**src/rtl/argon_muldiv_unit.sv**
```systemverilog
// argon_muldiv_unit
// Iterative unsigned multiply / divide unit placed behind the Argon register
// file. A start request captures operands A/B, the opcode and the flags
// register, runs WORD_WIDTH shift-add (multiply) or restoring-divide
// iterations, then writes the result to register C and the updated flags to
// the flags register through the ALU write path.
//
// Configuration macro: ARGON_MULDIV_DIV_EN
//   defined   -> full DIVU/REMU support (restoring divider)
//   undefined -> divider removed; DIVU/REMU write 0 to C and flag DZ and Z
//
// Ports
//   i_Clk           clock, rising edge
//   i_Reset_n       asynchronous active-low reset
//   i_start         start request, sampled only while idle
//   i_op            0 MUL, 1 MULH, 2 DIVU, 3 REMU
//   i_reg_a         operand A (multiplicand / dividend)
//   i_reg_b         operand B (multiplier / divisor)
//   i_reg_flags     current flags register
//   o_busy          high while an operation is in flight (RUN, WB_C, WB_F)
//   o_done          one-cycle pulse during the flags write-back
//   o_write_data    registered write data toward the register file
//   o_write_select  registered write select: 1 = reg C, 2 = flags, 0 = none
module argon_muldiv_unit #(
   parameter int WORD_WIDTH = 16,
   parameter int Z_BIT      = 0,
   parameter int DZ_BIT     = 5
) (
   input  logic                  i_Clk,
   input  logic                  i_Reset_n,
   input  logic                  i_start,
   input  logic [1:0]            i_op,
   input  logic [WORD_WIDTH-1:0] i_reg_a,
   input  logic [WORD_WIDTH-1:0] i_reg_b,
   input  logic [WORD_WIDTH-1:0] i_reg_flags,
   output logic                  o_busy,
   output logic                  o_done,
   output logic [WORD_WIDTH-1:0] o_write_data,
   output logic [1:0]            o_write_select
);

   localparam logic [1:0] WSEL_NONE = 2'd0;
   localparam logic [1:0] WSEL_REGC = 2'd1;
   localparam logic [1:0] WSEL_REGF = 2'd2;

   localparam logic [1:0] S_IDLE = 2'd0;
   localparam logic [1:0] S_RUN  = 2'd1;
   localparam logic [1:0] S_WB_C = 2'd2;
   localparam logic [1:0] S_WB_F = 2'd3;

   localparam int W = WORD_WIDTH;

   logic [1:0]     state;
   logic [4:0]     cnt;
   // Shared accumulator: multiply keeps {partial product, multiplier}, divide
   // keeps {partial remainder, dividend/quotient}.
   logic [2*W-1:0] acc;
   // Multiplicand for multiply, divisor for divide.
   logic [W-1:0]   opnd;
   logic [W-1:0]   flags;
   // Odd opcodes (MULH, REMU) take the upper half of the accumulator.
   logic           sel_hi;
   logic           dz;

   logic [W:0]     mul_sum;
   logic [2*W-1:0] mul_next;
   logic [2*W-1:0] acc_next;
   logic [W-1:0]   result;
   logic [W-1:0]   flags_wb;

`ifdef ARGON_MULDIV_DIV_EN
   logic           is_div;
   logic [W:0]     div_shift;
   logic [W-1:0]   div_diff;
   logic [2*W-1:0] div_next;
`endif

   always_comb begin
      // Shift-add: add multiplicand into the high half when the current
      // multiplier LSB is set, then shift the whole register right.
      mul_sum  = {1'b0, acc[2*W-1:W]} + {1'b0, (acc[0] ? opnd : {W{1'b0}})};
      mul_next = {mul_sum, acc[W-1:1]};
`ifdef ARGON_MULDIV_DIV_EN
      // Restoring step: remainder shifted left with the next dividend MSB.
      // The difference fits in W bits whenever no borrow occurs, since the
      // incoming remainder is always below the divisor.
      div_shift = acc[2*W-1:W-1];
      div_diff  = div_shift[W-1:0] - opnd;
      if (div_shift >= {1'b0, opnd})
         div_next = {div_diff, acc[W-2:0], 1'b1};
      else
         div_next = {div_shift[W-1:0], acc[W-2:0], 1'b0};
      acc_next = is_div ? div_next : mul_next;
`else
      acc_next = mul_next;
`endif
      result = sel_hi ? acc_next[2*W-1:W] : acc_next[W-1:0];

      // During WB_C the output register holds the result just written.
      flags_wb         = flags;
      flags_wb[Z_BIT]  = (o_write_data == {W{1'b0}});
      flags_wb[DZ_BIT] = dz;
   end

   always_ff @(posedge i_Clk or negedge i_Reset_n) begin
      if (!i_Reset_n) begin
         state          <= S_IDLE;
         cnt            <= 5'd0;
         acc            <= '0;
         opnd           <= '0;
         flags          <= '0;
         sel_hi         <= 1'b0;
         dz             <= 1'b0;
`ifdef ARGON_MULDIV_DIV_EN
         is_div         <= 1'b0;
`endif
         o_write_data   <= '0;
         o_write_select <= WSEL_NONE;
      end else begin
         o_write_select <= WSEL_NONE;
         case (state)
            S_IDLE: begin
               if (i_start) begin
                  sel_hi <= i_op[0];
                  flags  <= i_reg_flags;
                  cnt    <= 5'd0;
                  dz     <= 1'b0;
                  if (!i_op[1]) begin
                     acc   <= {{W{1'b0}}, i_reg_b};
                     opnd  <= i_reg_a;
`ifdef ARGON_MULDIV_DIV_EN
                     is_div <= 1'b0;
`endif
                     state <= S_RUN;
`ifdef ARGON_MULDIV_DIV_EN
                  end else if (i_reg_b != {W{1'b0}}) begin
                     acc    <= {{W{1'b0}}, i_reg_a};
                     opnd   <= i_reg_b;
                     is_div <= 1'b1;
                     state  <= S_RUN;
                  end else begin
                     // Divide by zero: quotient all-ones, remainder = A.
                     dz             <= 1'b1;
                     o_write_data   <= i_op[0] ? i_reg_a : {W{1'b1}};
                     o_write_select <= WSEL_REGC;
                     state          <= S_WB_C;
                  end
`else
                  end else begin
                     // No divider built: report the opcode as illegal.
                     dz             <= 1'b1;
                     o_write_data   <= '0;
                     o_write_select <= WSEL_REGC;
                     state          <= S_WB_C;
                  end
`endif
               end
            end
            S_RUN: begin
               acc <= acc_next;
               cnt <= cnt + 5'd1;
               if (cnt == 5'(W - 1)) begin
                  cnt            <= 5'd0;
                  o_write_data   <= result;
                  o_write_select <= WSEL_REGC;
                  state          <= S_WB_C;
               end
            end
            S_WB_C: begin
               o_write_data   <= flags_wb;
               o_write_select <= WSEL_REGF;
               state          <= S_WB_F;
            end
            default: begin
               o_write_data <= '0;
               state        <= S_IDLE;
            end
         endcase
      end
   end

   assign o_busy = (state != S_IDLE);
   assign o_done = (state == S_WB_F);

endmodule

```
**config.mk**
```make
export PLATFORM = sky130hd
export DESIGN_NAME = argon_muldiv_unit
export DESIGN_NICKNAME = d
export VERILOG_FILES = /design/src/rtl/argon_muldiv_unit.sv
export SDC_FILE = /design/constraint.sdc
export NUM_CORES = 1
export LEC_CHECK = 0
export ABC_CLOCK_PERIOD_IN_PS = 4650
export BUFFER_PORTS_ARGS = -buffer_cell sky130_fd_sc_hd__clkbuf_2
export CELL_PAD_IN_SITES_DETAIL_PLACEMENT = 0
export CELL_PAD_IN_SITES_GLOBAL_PLACEMENT = 1
export CORE_ASPECT_RATIO = 1.25
export CORE_MARGIN = 2
export CORE_UTILIZATION = 45
export DETAILED_ROUTE_END_ITERATION = 8
export PLACE_DENSITY_LB_ADDON = 0.1
export SLEW_MARGIN = 15
export SYNTH_ARGS = -nofsm -noshare
export SYNTH_HDL_FRONTEND = slang
export SYNTH_SLANG_ARGS = --single-unit
```
**constraint.sdc**
```tcl
create_clock -name i_Clk -period 4.65 [get_ports i_Clk]
set_input_delay 0 -clock i_Clk [delete_from_list [all_inputs] [get_ports i_Clk]]
set_output_delay 0 -clock i_Clk [all_outputs]
set_load 0.01 [all_outputs]
```
# ---- Yosys cells after proc, flatten, opt, wreduce, memory -nomap -nowiden
# Index checks and enable logic that the tools add are counted.
dict set report totals {
  wordCells 51
  output_inout_bits 20
  inputBits 53
  ff_bits 91
}
dict set report classes {
  reduce_logical 10
  eq_ne 8
  n_bitwise 1
  n_addsub 2
  n_mux 21
}
# operator count
set op_table {}
lappend op_table {{$mux W16} 5}
lappend op_table {{$mux W32} 2}
lappend op_table {{$pmux W32 S2} 1}
lappend op_table {{$pmux W16 S3} 1}
lappend op_table {{$add A16 B16 Y17} 1}
lappend op_table {{$logic_not A16 Y1} 1}
lappend op_table {{$pmux W2 S3} 2}
lappend op_table {{$mux W5} 2}
lappend op_table {{$pmux W5 S2} 1}
lappend op_table {{$reduce_and A3 Y1} 3}
lappend op_table {{$ne A2 B2 Y1 const B} 4}
lappend op_table {{$mux W2} 3}
lappend op_table {{$reduce_and A2 Y1} 3}
lappend op_table {{$add A5 B1 Y5 const B} 1}
lappend op_table {{$eq A5 B4 Y1 const B} 1}
lappend op_table {{$eq A2 B2 Y1 const B} 2}
lappend op_table {{$mux W1} 4}
lappend op_table {{$reduce_bool A2 Y1} 2}
lappend op_table {{$eq A2 B1 Y1 const B} 1}
lappend op_table {{$logic_not A2 Y1} 1}
lappend op_table {{$not A1 Y1} 1}

# ---- Logic depth before layout (Yosys ltp)
dict set report logic_depth {
  word_depth 5
  ltp_mapped 10
  mapped_depth_nobuf 9
}

# ---- Worst setup path after synthesis
# OpenSTA, ideal clock, no wires.
dict set report synth_path {
  kind {register to register}
  start {register acc[0]}
  end {register o_write_data[15]}
  slack_ns 2.170
  stages_incl_launch_ff 10
  path_buffers 1
  synth_period_minus_slack_ns 2.480
  setup_time_ns 0.121
  t_required_ns 4.529
  arrival_ns 2.359
  cell_sequence {dfrtp_1 clkbuf_1 and2_1 fa_1 a211o_1 a211oi_2 o2bb2ai_1 o2bb2ai_1 o2111ai_1 a22o_1}
}
dict set report synth_between {
  elab_chain_cells 5
}
# element line_no
set synth_rtl {}
lappend synth_rtl {{from (decl)} 57} ;# logic [2*W-1:0] acc;
lappend synth_rtl {{from (signal assigned)} 129} ;# acc <= {{W{1'b0}}, i_reg_b};
lappend synth_rtl {{from (signal assigned)} 160} ;# acc <= acc_next;
lappend synth_rtl {{$mux W16} 81} ;# mul_sum = {1'b0, acc[2*W-1:W]} + {1'b0, (acc[0] ? opnd : {W{1'b0}})};
lappend synth_rtl {{$add A16 B16 Y17} 81}
lappend synth_rtl {{$mux W16} 97} ;# result = sel_hi ? acc_next[2*W-1:W] : acc_next[W-1:0];
lappend synth_rtl {{$mux W16} 162} ;# if (cnt == 5'(W - 1)) begin
lappend synth_rtl {{$pmux W16 S3} 121} ;# case (state)
lappend synth_rtl {{to (signal assigned)} 164} ;# o_write_data <= result;
lappend synth_rtl {{to (signal assigned)} 170} ;# o_write_data <= flags_wb;
lappend synth_rtl {{to (decl)} 38} ;# output logic [WORD_WIDTH-1:0] o_write_data,
# No other way between the ends. The select of a mux whose other input is x is not followed.
# A chain may end at the register's enable or synchronous reset.

# ---- Worst setup path after layout
dict set report layout_path {
  start {register acc[0]}
  end {register o_write_data[9]}
}
# The elaborated chain is that of the path after synthesis.

==> flow_summary.toml <==
[timing]
drv_slew = 0
report.final.setup_viol = 0
worst_pin_slew_ns = 1.03
rsz0062_at_grt = "false"
finalSetupTns_ns = 0
slew-limit-headroom_pct = 31.5
finalClockSkew_ns = 0.00774
period_needed_ns = 2.98
whs_ns = 0.0125
fmax_mhz = 335
finalCritPeriodShare_pct = 64.1
hold_viol_final = 0

[cts]
clock-sinks = 89
clkTransAtPathRegs_ns = 0.06
h-tree-depth = 3
numCtsBuffers = 9
clk_path_buf_depth = 2
clock_latency_ns = 0.34
cts_tree = "built"
clock-root-buffer = "clkbuf_16"

[final_layout]
final.fill_count = 937
syn2layout_area_growth_pct = 24.3
drive_gt1_share_pct = 20.6
nNetsFinal = 678
antennaDiodeCount = 0

[detailed_routing]
ant_nets = 0
routedWlPerCell_um = 17.0
via_per_inst = 5.51
drt_iter0_markers = 164
dr.pass1.iters = 4
drc = 0
via_count = 4070
wirelength_mm = 12.6

[worst_setup_path]
worstSetupEndpointType = "flop"
critPathRequiredTime_ns = 4.87
startpoint_type = "flop"
cp.arrival_ns = 3.20
criticalPathCategory = "reg -> reg"
path_max_fanout = 17

[yosys]
avgSynthCellArea_um2 = 9.99
postSynthCellCount = 494
yosysTopAreaCell = "dfrtp_1"
yosys-top-cells-area = "dfrtp_1, mux2_2, ha_1"
syn_nets = 570
synth_flop_cell = "dfrtp_1"
postSynth.asyncResetShare_pct = 100
synth_edf_count = 0
yosysWarnings = 0
synth_area_um2 = 4930
synth_seq_area_share_pct = 45.1
synth.distinct_cells = 52
yosysTopAreaCellShare_pct = 45.1
synth-seq-cells = 89

[die]
die_w_um = 97.7
io_pins = 73
die_h_um = 121
die-area_um2 = 11800
start_util_pct = 46.5
core-area_um2 = 10600
rows = 42

[place]
dp_hpwl_mm = 9.26
io_buffers = 70
place_congestion = 0.865

[run_status]
status = "complete, no violations"

[power]
seq_power_share_pct = 36.5
powerDensity_nw_per_um2 = 630
leakagePower_nw = 2.84
p_comb_share_pct = 44.8
power.share.clock_pct = 18.8
internal_power_w = 0.00227
ir_drop_mv = 0.219
p_switching_w = 0.00159
sw_frac_of_total_pct = 41.1

[global_routing]
gr-usage-all-layers_pct = 22.5
grt_max_degree = 59
gr-usage-met3_pct = 4.61
top_usage_layer = "met2"
overflow = 0
antenna_found_initial = 0
met1_usage_pct = 27.7
grt_pass1_wl_mm = 20.8
met2_usage_pct = 38.5
grt_pass1_vias = 4112

[run]
max_cap_violations = 0

[worst_hold_path]
hold_class = "in -> reg"
-- layout make-up --
type	instances	area, µm²	share of cell area (%)
clock buffers	14	254	4.14
flip-flops and latches	89	2230	36.3
inverters	8	30.0	0.489
well taps	132	165	2.69
clock inverters	2	37.5	0.612
multi-input cells	373	2570	41.9
repair buffers	121	853	13.9
-- flip-flops by register name, indices dropped and copies added, names as in the netlist --
register / cells
acc: 32
cnt: 5
dz: 1
flags: 14
o_write_data: 16
o_write_select: 2
opnd: 16
sel_hi: 1
state: 2
-- critical path: stages, from the launching register on --
cell and delay [ns]:
dfrtp_1 0.53, and2_1 0.22, ha_1 0.21, fa_1 0.42, a211o_1 0.32, a211oi_2 0.26, o21ai_0 0.21, xnor2_1 0.33
a211oi_1 0.09, a221o_1 0.29
-- through the flow --
step / instances / total power, W / utilization [%] / cell area [µm²] / worst slack [ns]
3_3_place_gp: 676 / 0.00310 / 50.6 / 5370 / 1.68
2_1_floorplan: 494 / 0.00262 / - / 4930 / 2.17
4_1_cts: 739 / 0.00391 / 57.8 / 6130 / 1.62
6_report: 739 / 0.00386 / 57.8 / 6130 / 1.67
5_1_grt: 739 / 0.00418 / 57.8 / 6130 / 1.43
3_5_place_dp: 676 / 0.00314 / 50.6 / 5370 / 1.63
-- cell usage after synthesis, types with 2 or more instances --
cell type,n
a211o_1,2
a211oi_1,4
a21boi_0,3
a21o_1,4
a21oi_1,29
a22o_1,10
a22oi_1,2
a31oi_1,3
a32o_1,3
and2_1,18
buf_1,3
buf_2,2
buf_6,3
clkbuf_1,16
dfrtp_1,89
ha_1,22
inv_1,8
mux2_2,32
mux2i_1,20
nand2_1,72
nand2b_1,4
nand3_1,11
nand4_1,4
nor2_1,17
nor2b_1,4
nor3_1,6
nor4_1,4
nor4b_1,3
o21a_1,7
o21ai_0,47
o221ai_1,3
o2bb2ai_1,2
o311a_1,2
o31ai_1,6
or3_1,3
xnor2_1,4
xor2_1,7
-- cell families (layout without fill, tap and decap cells) --
kind of cell             after synthesis  in the layout  share of synthesized area (%)
flip-flops                            89             89                           45.1
AO/OA/AOI/OAI                        138            138                           18.2
XOR/XNOR                              11             11                           1.95
multiplexers                          52             52                           11.4
buffers and inverters                 32            145                           2.94
adder cells (fa/ha/maj)               23             23                           5.98
AND/OR/NAND/NOR                      149            149                           14.4
-- cell usage in the layout, fill, tap and decap left out, drive strengths merged, types with 5 or more instances in the layout --
cell         synthesis  routed
mux2i               20      20
a21oi               30      30
and2                18      18
dfrtp               89      89
a211oi               5       5
a22o                10      10
o21ai               48      48
buf                  8       5
nand3               11      11
ha                  22      22
o31ai                6       6
dlygate4sd3          0      47
clkbuf              16      83
nand2b               5       5
nor3                 6       6
mux2                32      32
inv                  8       8
nand2               72      72
xor2                 7       7
nor2                17      17
o21a                 7       7
-- metal layers --
layer | up-vias | wire length [µm]
met3 | 21 | 463
met5 | - | 0
met1 | 1960 | 5520
li1 | 2002 | -
met2 | 87 | 6180
met4 | 0 | 405
-- power by group through the flow --
stage / Combinational, W / Sequential (W) / Clock [W]
3_5_place_dp: 0.00171 / 0.00143 / 0
5_1_grt: 0.00195 / 0.00146 / 0.000777
2_1_floorplan: 0.00130 / 0.00132 / 0
4_1_cts: 0.00175 / 0.00141 / 0.000740
6_report: 0.00173 / 0.00141 / 0.000725
3_3_place_gp: 0.00169 / 0.00141 / 0
-- path summary, 6_finish.rpt --
check	startpoint	endpoint	slack [ns]	cells past startpoint
hold reg to reg	dz	dz	0.49	2
hold / removal	i_reg_b[8]	acc[8]	0.01	3
min in group asynchronous	i_Reset_n	cnt[2]	0.14	2
setup reg to reg	acc[0]	o_write_data[9]	1.67	9
setup / recovery	acc[0]	o_write_data[9]	1.67	9
max in group asynchronous	i_Reset_n	opnd[9]	3.41	3
-- repair_timing --
action / in CTS / in global routing
hold buffers: 47 / 0
resized for setup: 0 / 0
hold endpoints to repair: 77 / 0
buffers inserted: 0 / 0
(Power assumes the default switching activity.)
